**config.mk**
```make
export PLATFORM = sky130hd
export DESIGN_NAME = gb_bus_write_capture_flat
export DESIGN_NICKNAME = d
export VERILOG_FILES = /design/src/rtl/gb_cart_pkg.sv /design/src/rtl/gb_bus_write_capture_if.sv /design/src/rtl/gb_sync.sv /design/src/rtl/gb_bus_write_capture.sv /design/src/flat_wrapper.sv
export SDC_FILE = /design/constraint.sdc
export NUM_CORES = 1
export LEC_CHECK = 0
export ABC_AREA = 1
export BUFFER_PORTS_ARGS = -buffer_cell sky130_fd_sc_hd__buf_2
export CAP_MARGIN = 20
export CORE_AREA = 2 2 71 73
export DETAILED_ROUTE_END_ITERATION = 10
export DIE_AREA = 0 0 73 75
export MAX_ROUTING_LAYER = met4
export PLACE_DENSITY = 0.73
export RECOVER_POWER = 100
export SLEW_MARGIN = 20
export SYNTH_ARGS = -nofsm -noshare
export SYNTH_HDL_FRONTEND = slang
export SYNTH_SLANG_ARGS = --single-unit
export TNS_END_PERCENT = 30
```
**constraint.sdc**
```tcl
create_clock -name CLK -period 3.5 [get_ports CLK]
set_input_delay 0.175 -clock CLK [delete_from_list [all_inputs] [get_ports CLK]]
set_output_delay 0.175 -clock CLK [all_outputs]
set_load 0.02 [all_outputs]
```
**src/rtl/gb_cart_pkg.sv**
```systemverilog
// gb_cart_pkg
// Shared definitions for the cartridge bus front end and mapper:
//   - write-capture FSM state encoding (2 bits)
//   - Game Boy bus idle levels (WR/CS/RST are active low, idle high)
//   - write event field widths
//   - saturating increment helper for the small filter counter
package gb_cart_pkg;

    typedef enum logic [1:0] {
        ST_IDLE = 2'd0,
        ST_LOW  = 2'd1,
        ST_QUAL = 2'd2,
        ST_EMIT = 2'd3
    } gb_wr_state_t;

    localparam logic BUS_WR_IDLE  = 1'b1;
    localparam logic BUS_CS_IDLE  = 1'b1;
    localparam logic BUS_RST_IDLE = 1'b1;

    localparam int EV_ADDR_W  = 4;
    localparam int EV_DATA_W  = 8;
    localparam int FILT_CNT_W = 4;

    // Increment that sticks at lim instead of wrapping.
    function automatic logic [FILT_CNT_W-1:0] sat_inc(
        input logic [FILT_CNT_W-1:0] cnt,
        input logic [FILT_CNT_W-1:0] lim
    );
        return (cnt >= lim) ? lim : cnt + 1'b1;
    endfunction

endpackage

```
**src/rtl/gb_bus_write_capture_if.sv**
```systemverilog
// gb_bus_write_capture_if
// Write event handshake between the bus capture front end (master) and
// the mapper register file (slave).
//   EV_VALID  master->slave  event pending
//   EV_READY  slave->master  event accepted this cycle
//   EV_ADDR   master->slave  captured A[15:12]
//   EV_DATA   master->slave  captured data byte
//   EV_CS     master->slave  captured GB_CS level
interface gb_bus_write_capture_if;

    logic                             EV_VALID;
    logic                             EV_READY;
    logic [gb_cart_pkg::EV_ADDR_W-1:0] EV_ADDR;
    logic [gb_cart_pkg::EV_DATA_W-1:0] EV_DATA;
    logic                             EV_CS;

    modport master (
        output EV_VALID,
        output EV_ADDR,
        output EV_DATA,
        output EV_CS,
        input  EV_READY
    );

    modport slave (
        input  EV_VALID,
        input  EV_ADDR,
        input  EV_DATA,
        input  EV_CS,
        output EV_READY
    );

endinterface

```
**src/rtl/gb_sync.sv**
```systemverilog
// gb_sync
// Multi-bit flip-flop synchronizer with an asynchronous preset value.
// Each bit is synchronized independently; grouped bits are only
// coherent when the source holds them stable across the sampling window.
//   clk  local clock
//   rst  asynchronous active-high reset, loads RESET_VAL into every stage
//   d    asynchronous input
//   q    output of the last stage
module gb_sync #(
    parameter int               WIDTH       = 1,
    parameter int               SYNC_STAGES = 2,
    parameter logic [WIDTH-1:0] RESET_VAL   = '0
) (
    input  logic             clk,
    input  logic             rst,
    input  logic [WIDTH-1:0] d,
    output logic [WIDTH-1:0] q
);

    logic [WIDTH-1:0] stage_q [SYNC_STAGES];

    always_ff @(posedge clk or posedge rst) begin
        if (rst) begin
            for (int i = 0; i < SYNC_STAGES; i++) begin
                stage_q[i] <= RESET_VAL;
            end
        end else begin
            stage_q[0] <= d;
            for (int i = 1; i < SYNC_STAGES; i++) begin
                stage_q[i] <= stage_q[i-1];
            end
        end
    end

    assign q = stage_q[SYNC_STAGES-1];

endmodule

```
**src/rtl/gb_bus_write_capture.sv**
```systemverilog
// gb_bus_write_capture
// Samples the asynchronous Game Boy cartridge bus into the CLK domain,
// rejects short WR glitches and emits one held write event per qualified
// GB write cycle over a valid/ready handshake.
//
// Ports:
//   CLK, RST        local clock, asynchronous active-high reset
//   GB_A[3:0]       GB address bits 15:12 (async)
//   GB_D[7:0]       GB data bus (async)
//   GB_CS, GB_WR    chip select / write strobe, active low (async)
//   GB_RST          console reset, active low (async)
//   ev              event handshake (master side): EV_VALID/EV_READY,
//                   EV_ADDR, EV_DATA, EV_CS
//   OVERFLOW        sticky: a qualified write found the slot busy
//   OVERFLOW_CLR    clears OVERFLOW (a coincident drop wins)
//
// Optional build macro GB_WRITE_COUNT_EN adds:
//   WR_COUNT[15:0]     saturating count of emitted writes (incl. dropped)
//   GLITCH_COUNT[7:0]  saturating count of rejected WR glitches
module gb_bus_write_capture
    import gb_cart_pkg::*;
#(
    parameter int SYNC_STAGES   = 2,
    parameter int FILTER_CYCLES = 4
) (
    input  logic                 CLK,
    input  logic                 RST,
    input  logic [EV_ADDR_W-1:0] GB_A,
    input  logic [EV_DATA_W-1:0] GB_D,
    input  logic                 GB_CS,
    input  logic                 GB_WR,
    input  logic                 GB_RST,
    gb_bus_write_capture_if.master ev,
    output logic                 OVERFLOW,
    input  logic                 OVERFLOW_CLR
`ifdef GB_WRITE_COUNT_EN
    ,
    output logic [15:0]          WR_COUNT,
    output logic [7:0]           GLITCH_COUNT
`endif
);

    localparam logic [FILT_CNT_W-1:0] FILT_LIM   = FILT_CNT_W'(FILTER_CYCLES);
    localparam logic [2:0]            SETTLE_LIM = 3'(SYNC_STAGES);

    logic                 wr_s;
    logic                 cs_s;
    logic                 grst_s;
    logic [EV_ADDR_W-1:0] a_s;
    logic [EV_DATA_W-1:0] d_s;

    // Synchronizer stage boundary: GB pins -> *_s
    gb_sync #(
        .WIDTH       (3),
        .SYNC_STAGES (SYNC_STAGES),
        .RESET_VAL   ({BUS_WR_IDLE, BUS_CS_IDLE, BUS_RST_IDLE})
    ) u_sync_ctrl (
        .clk (CLK),
        .rst (RST),
        .d   ({GB_WR, GB_CS, GB_RST}),
        .q   ({wr_s, cs_s, grst_s})
    );

    gb_sync #(
        .WIDTH       (EV_ADDR_W + EV_DATA_W),
        .SYNC_STAGES (SYNC_STAGES),
        .RESET_VAL   ('0)
    ) u_sync_bus (
        .clk (CLK),
        .rst (RST),
        .d   ({GB_A, GB_D}),
        .q   ({a_s, d_s})
    );

    gb_wr_state_t          state_q;
    gb_wr_state_t          state_d;
    logic                  glitch;
    logic [FILT_CNT_W-1:0] filt_cnt_q;
    logic [2:0]            settle_cnt_q;
    logic                  armed_q;
    logic [EV_ADDR_W-1:0]  shadow_addr_q;
    logic [EV_DATA_W-1:0]  shadow_data_q;
    logic                  shadow_cs_q;
    logic                  ev_valid_q;
    logic [EV_ADDR_W-1:0]  ev_addr_q;
    logic [EV_DATA_W-1:0]  ev_data_q;
    logic                  ev_cs_q;
    logic                  overflow_q;
    logic                  emit;
    logic                  slot_free;

    // Filter counter, shadow capture and re-arm tracking
    always_ff @(posedge CLK or posedge RST) begin
        if (RST) begin
            filt_cnt_q    <= '0;
            settle_cnt_q  <= '0;
            armed_q       <= 1'b0;
            shadow_addr_q <= '0;
            shadow_data_q <= '0;
            shadow_cs_q   <= BUS_CS_IDLE;
        end else begin
            filt_cnt_q <= wr_s ? '0 : sat_inc(filt_cnt_q, FILT_LIM);

            // The synchronizer preset makes WR read idle right after reset.
            // A WR still held low from before reset would surface as a fake
            // falling edge once the preset flushes, so capture is only armed
            // after a genuine synchronized WR-high has been seen.
            if (settle_cnt_q != SETTLE_LIM) begin
                settle_cnt_q <= settle_cnt_q + 3'd1;
            end
            if (settle_cnt_q == SETTLE_LIM && wr_s) begin
                armed_q <= 1'b1;
            end

            // Loading on every low cycle leaves the last pre-rise sample,
            // which is where the GB latches its write.
            if (!wr_s) begin
                shadow_addr_q <= a_s;
                shadow_data_q <= d_s;
                shadow_cs_q   <= cs_s;
            end
        end
    end

    always_ff @(posedge CLK or posedge RST) begin
        if (RST) begin
            state_q <= ST_IDLE;
        end else begin
            state_q <= state_d;
        end
    end

    always_comb begin
        state_d = state_q;
        glitch  = 1'b0;
        unique case (state_q)
            ST_IDLE: begin
                if (!wr_s && grst_s && armed_q) begin
                    state_d = ST_LOW;
                end
            end
            ST_LOW: begin
                if (!grst_s) begin
                    state_d = ST_IDLE;
                end else if (filt_cnt_q == FILT_LIM) begin
                    state_d = ST_QUAL;
                end else if (wr_s) begin
                    state_d = ST_IDLE;
                    glitch  = 1'b1;
                end
            end
            ST_QUAL: begin
                if (!grst_s) begin
                    state_d = ST_IDLE;
                end else if (wr_s) begin
                    state_d = ST_EMIT;
                end
            end
            ST_EMIT: begin
                state_d = ST_IDLE;
            end
            default: begin
                state_d = ST_IDLE;
            end
        endcase
    end

    assign emit      = (state_q == ST_EMIT);
    assign slot_free = !ev_valid_q || ev.EV_READY;

    // Output slot stage boundary: shadow -> EV_*
    always_ff @(posedge CLK or posedge RST) begin
        if (RST) begin
            ev_valid_q <= 1'b0;
            ev_addr_q  <= '0;
            ev_data_q  <= '0;
            ev_cs_q    <= BUS_CS_IDLE;
            overflow_q <= 1'b0;
        end else begin
            if (emit && slot_free) begin
                ev_valid_q <= 1'b1;
                ev_addr_q  <= shadow_addr_q;
                ev_data_q  <= shadow_data_q;
                ev_cs_q    <= shadow_cs_q;
            end else if (ev_valid_q && ev.EV_READY) begin
                ev_valid_q <= 1'b0;
            end

            if (emit && !slot_free) begin
                overflow_q <= 1'b1;
            end else if (OVERFLOW_CLR) begin
                overflow_q <= 1'b0;
            end
        end
    end

    assign ev.EV_VALID = ev_valid_q;
    assign ev.EV_ADDR  = ev_addr_q;
    assign ev.EV_DATA  = ev_data_q;
    assign ev.EV_CS    = ev_cs_q;
    assign OVERFLOW    = overflow_q;

`ifdef GB_WRITE_COUNT_EN
    logic [15:0] wr_count_q;
    logic [7:0]  glitch_count_q;

    always_ff @(posedge CLK or posedge RST) begin
        if (RST) begin
            wr_count_q     <= '0;
            glitch_count_q <= '0;
        end else begin
            if (emit && wr_count_q != 16'hFFFF) begin
                wr_count_q <= wr_count_q + 16'd1;
            end
            if (glitch && glitch_count_q != 8'hFF) begin
                glitch_count_q <= glitch_count_q + 8'd1;
            end
        end
    end

    assign WR_COUNT     = wr_count_q;
    assign GLITCH_COUNT = glitch_count_q;
`endif

endmodule

```
**src/flat_wrapper.sv**
```systemverilog
// flat-port wrapper written by rule: the top's interface ports become plain ports
module gb_bus_write_capture_flat import gb_cart_pkg::*;
#(
    parameter int SYNC_STAGES   = 2,
    parameter int FILTER_CYCLES = 4
)
  (CLK, RST, GB_A, GB_D, GB_CS, GB_WR, GB_RST, OVERFLOW, OVERFLOW_CLR, ev_EV_VALID, ev_EV_ADDR, ev_EV_DATA, ev_EV_CS, ev_EV_READY);
  gb_bus_write_capture_if ev_i ();
  input  logic CLK;
  input  logic RST;
  input  logic [EV_ADDR_W-1:0] GB_A;
  input  logic [EV_DATA_W-1:0] GB_D;
  input  logic GB_CS;
  input  logic GB_WR;
  input  logic GB_RST;
  output logic OVERFLOW;
  input  logic OVERFLOW_CLR;
  output wire logic [$bits(ev_i.EV_VALID)-1:0] ev_EV_VALID;
  output wire logic [$bits(ev_i.EV_ADDR)-1:0] ev_EV_ADDR;
  output wire logic [$bits(ev_i.EV_DATA)-1:0] ev_EV_DATA;
  output wire logic [$bits(ev_i.EV_CS)-1:0] ev_EV_CS;
  input wire logic [$bits(ev_i.EV_READY)-1:0] ev_EV_READY;
  assign ev_EV_VALID = ev_i.EV_VALID;
  assign ev_EV_ADDR = ev_i.EV_ADDR;
  assign ev_EV_DATA = ev_i.EV_DATA;
  assign ev_EV_CS = ev_i.EV_CS;
  assign ev_i.EV_READY = ev_EV_READY;
  gb_bus_write_capture #(.SYNC_STAGES(SYNC_STAGES), .FILTER_CYCLES(FILTER_CYCLES)) u_core (.CLK(CLK), .RST(RST), .GB_A(GB_A), .GB_D(GB_D), .GB_CS(GB_CS), .GB_WR(GB_WR), .GB_RST(GB_RST), .ev(ev_i), .OVERFLOW(OVERFLOW), .OVERFLOW_CLR(OVERFLOW_CLR));
endmodule
```
==> flow_summary.ini <==
[status]
outcome = finished with violations
violations = max-capacitance violations, max-slew violations

[cells_and_area]
antennaDiodeCount = 0
fin_cells = 308
drive_gt1_share_pct = 15.75
final_nets = 272
area_delta_synth_final_pct = 20.21

[global_route]
antenna_found_initial = 0
grt_usage_pct = 15.34
grt_pass1_wl_um = 5796
grt_remaining_overflow = 0
grt_pass1_vias = 1358
grt_max_degree = 49

[placement]
gp_congestion = 0.7118
dp_cells = 277
port_buffers = 33
dpl.hpwl_um = 2169

[pwr]
power_density_nw_per_um2 = 628.6
swShare_pct = 26.18
comb_power_share_pct = 13.4
cellLeakagePower_nw = 1.383
ir_drop_uv = 293.3
seqPwrFrac_pct = 52.4
intPower_w = 0.001309
p_sw_w = 0.0004641
clock_power_share_pct = 34.2

[logic_synthesis]
synth_top_area_share_pct = 64.00
post-synth-top-count-cell = dfrtp_1
avgSynthCellArea_um2 = 12.16
synth_warnings = 0
netlist-cell-type-count = 21
ys_ff_latch = 68
syn_nets = 216
syn_area_um2 = 2346
async_flop_share_pct = 100.0
synth_edf_count = 0
synth-seq-area-share_pct = 72.96
synth-main-ff-cell = dfrtp_1
synth_top_area_cell = dfrtp_1
synthTopCellsByCount = dfrtp_1, nand2_1, inv_1
synthTopCellsByArea = dfrtp_1, dfstp_2, nand2_1
syn_inst = 193

[detailed_routing]
first_iter_violations = 70
ant_nets = 0
avgViaCountPerCell = 4.532
num_vias = 1396
drt-pass1-iter-count = 4
wl_per_cell_um = 10.95
drc_errors = 0
drt-total-wl_um = 3373

[timing]
finalHoldViolCount = 0
finalCritPeriodShare_pct = 45.88
slew_violations = 49
skew_ns = 0.008135
min_period_ns = 1.606
final.setup.tns_ns = 0
finalSetupViolCount = 0
rsz0062_at_grt = no
maxSlewHeadroom_pct = -11.18
fmax_ghz = 0.6227
worstMarginPinSlew_ns = 1.666

[clock_network]
cts_tree = done
cts.htree.levels = 3
clock_latency_ns = 0.33
cts-root-buf = clkbuf_8
clk_pin_slew_ns = 0.07
postCtsSetupBuffers = 0
clockBufferDepth = 2
cts_num_sinks = 68
cts_inserted_buffers = 9

[die]
dieHeight_um = 75
die-area_um2 = 5475
rows = 25
io_pins = 34
coreArea_um2 = 4661
dieWidth_um = 73
start_util_pct = 50.34

[worst_setup_path]
cp-start-kind = register
critPathSlowestCell = nand2_1
reg2reg_from = u_core.state_q[0]
max_stage_delay_ns = 0.53
path_buf_inv = 1
required_ns = 3.67
arrival_ns = 1.78
path_cells = nand2_1 -> clkinvlp_2 -> nand2_1 -> o21ai_0
reg2reg_depth = 4
cp_common_cell = nand2_1
cpLargestDelayFamily = simple AND/OR/NAND/NOR gates
cp-end-kind = register
crit_fanout = 23
r2r_slack_ns = 1.89
path_class = reg2reg
r2r_end = u_core.ev.EV_DATA[6]

[worst_hold_path]
holdPathEnd = u_core.OVERFLOW
hp-start = OVERFLOW_CLR
hold_path.class = in2reg
min_path_cells = 2

[run]
cap_violations = 1
==> per-layer routing <==
layer / vias up / global-route usage, % / routed length (µm)
met5: - / - / 0
met1: 645 / 18.65 / 1633
met3: 8 / 4.150 / 153
met4: 0 / 12.96 / 114
met2: 41 / 21.22 / 1471
li1: 702 / - / -
==> power by group through the flow <==
stage | Sequential (W) | Clock [W] | Combinational, W
floorplan | 0.00100 | 0 | 0.000118
global placement | 0.000937 | 0 | 0.000259
detailed placement | 0.000943 | 0 | 0.000266
CTS | 0.000929 | 0.000624 | 0.000279
global route | 0.000938 | 0.000661 | 0.000273
finish | 0.000928 | 0.000607 | 0.000238
==> worst max-delay path by stage <==
stage                      startpoint              endpoint  slack (ns)  cells after the start
floorplan                         RST       u_core.OVERFLOW        1.63                      1
global placement                  RST       u_core.ev.EV_CS        2.17                      3
detailed placement                RST       u_core.ev.EV_CS        2.16                      3
CTS                   u_core.ev.EV_CS              ev_EV_CS        2.30                      1
global route                      RST       u_core.ev.EV_CS        1.66                      3
finish              u_core.state_q[0]  u_core.ev.EV_DATA[6]        1.89                      4
==> cells by family (layout without fill, tap and decap cells) <==
| kind of cell | after synthesis | in the layout | synth area share, % |
|---|---|---|---|
| flops | 68 | 68 | 72.96 |
| simple gates | 62 | 62 | 10.67 |
| buf+inv | 29 | 90 | 5.813 |
| compound gates | 27 | 27 | 7.520 |
| fa+ha+maj | 4 | 4 | 2.133 |
| xor+xnor | 2 | 2 | 0.7468 |
| other cells | 1 | 1 | 0.1598 |
==> per-stage QoR <==
stage | utilization (%) | instance area, µm² | total power (W) | setup WS [ns] | hold slack [ns]
finish | 60.51 | 2820 | 0.001773 | 1.894 | 0.03388
global route | 60.51 | 2820 | 0.001873 | 1.664 | 0.03063
CTS | 61.85 | 2883 | 0.001832 | 2.302 | 0.02099
detailed placement | 54.60 | 2545 | 0.001209 | 2.162 | 0.2812
global placement | 54.60 | 2545 | 0.001196 | 2.166 | 0.2804
floorplan | - | 2346 | 0.001119 | 1.627 | 0.1795
==> what timing repair did <==
item,CTS,global route
setup endpoints to repair,0,0
resized for setup,0,0
hold buffers,15,0
hold endpoints to repair,15,0
==> registers in the layout, indices dropped and copies added (netlist names) <==
register,cells
u_core.OVERFLOW,1
u_core.ev.EV_ADDR,4
u_core.u_sync_ctrl.q,3
u_core.ev.EV_VALID,1
u_core.shadow_cs_q,1
u_core.state_q,2
u_core.filt_cnt_q,4
u_core.u_sync_ctrl.stage_q,3
u_core.armed_q,1
u_core.ev.EV_DATA,8
u_core.u_sync_bus.q,12
u_core.settle_cnt_q,3
u_core.shadow_data_q,8
u_core.ev.EV_CS,1
u_core.u_sync_bus.stage_q,12
u_core.shadow_addr_q,4
==> cells in the final DEF (no fill, tap or decap), drive strengths merged, types with 4 or more instances in the layout <==
master,netlist,layout
dfrtp,60,60
ha,4,4
nor2,9,9
nand3,6,6
dlygate4sd3,0,15
o21ai,21,21
a21oi,4,4
inv,24,24
dfstp,8,8
clkbuf,0,29
buf,4,19
nand2,47,47
==> final cells by class <==
type                            instances  area [µm²]
Clock buffer                           14       152.6
Clock inverter                          2       35.03
Fill cell                             383        1841
Inverter                               25       95.09
Multi-Input combinational cell         96       454.2
Sequential cell                        68        1712
Tap cell                               54       67.56
Timing Repair Buffer                   49       304.0
(Power assumes the default switching activity.)
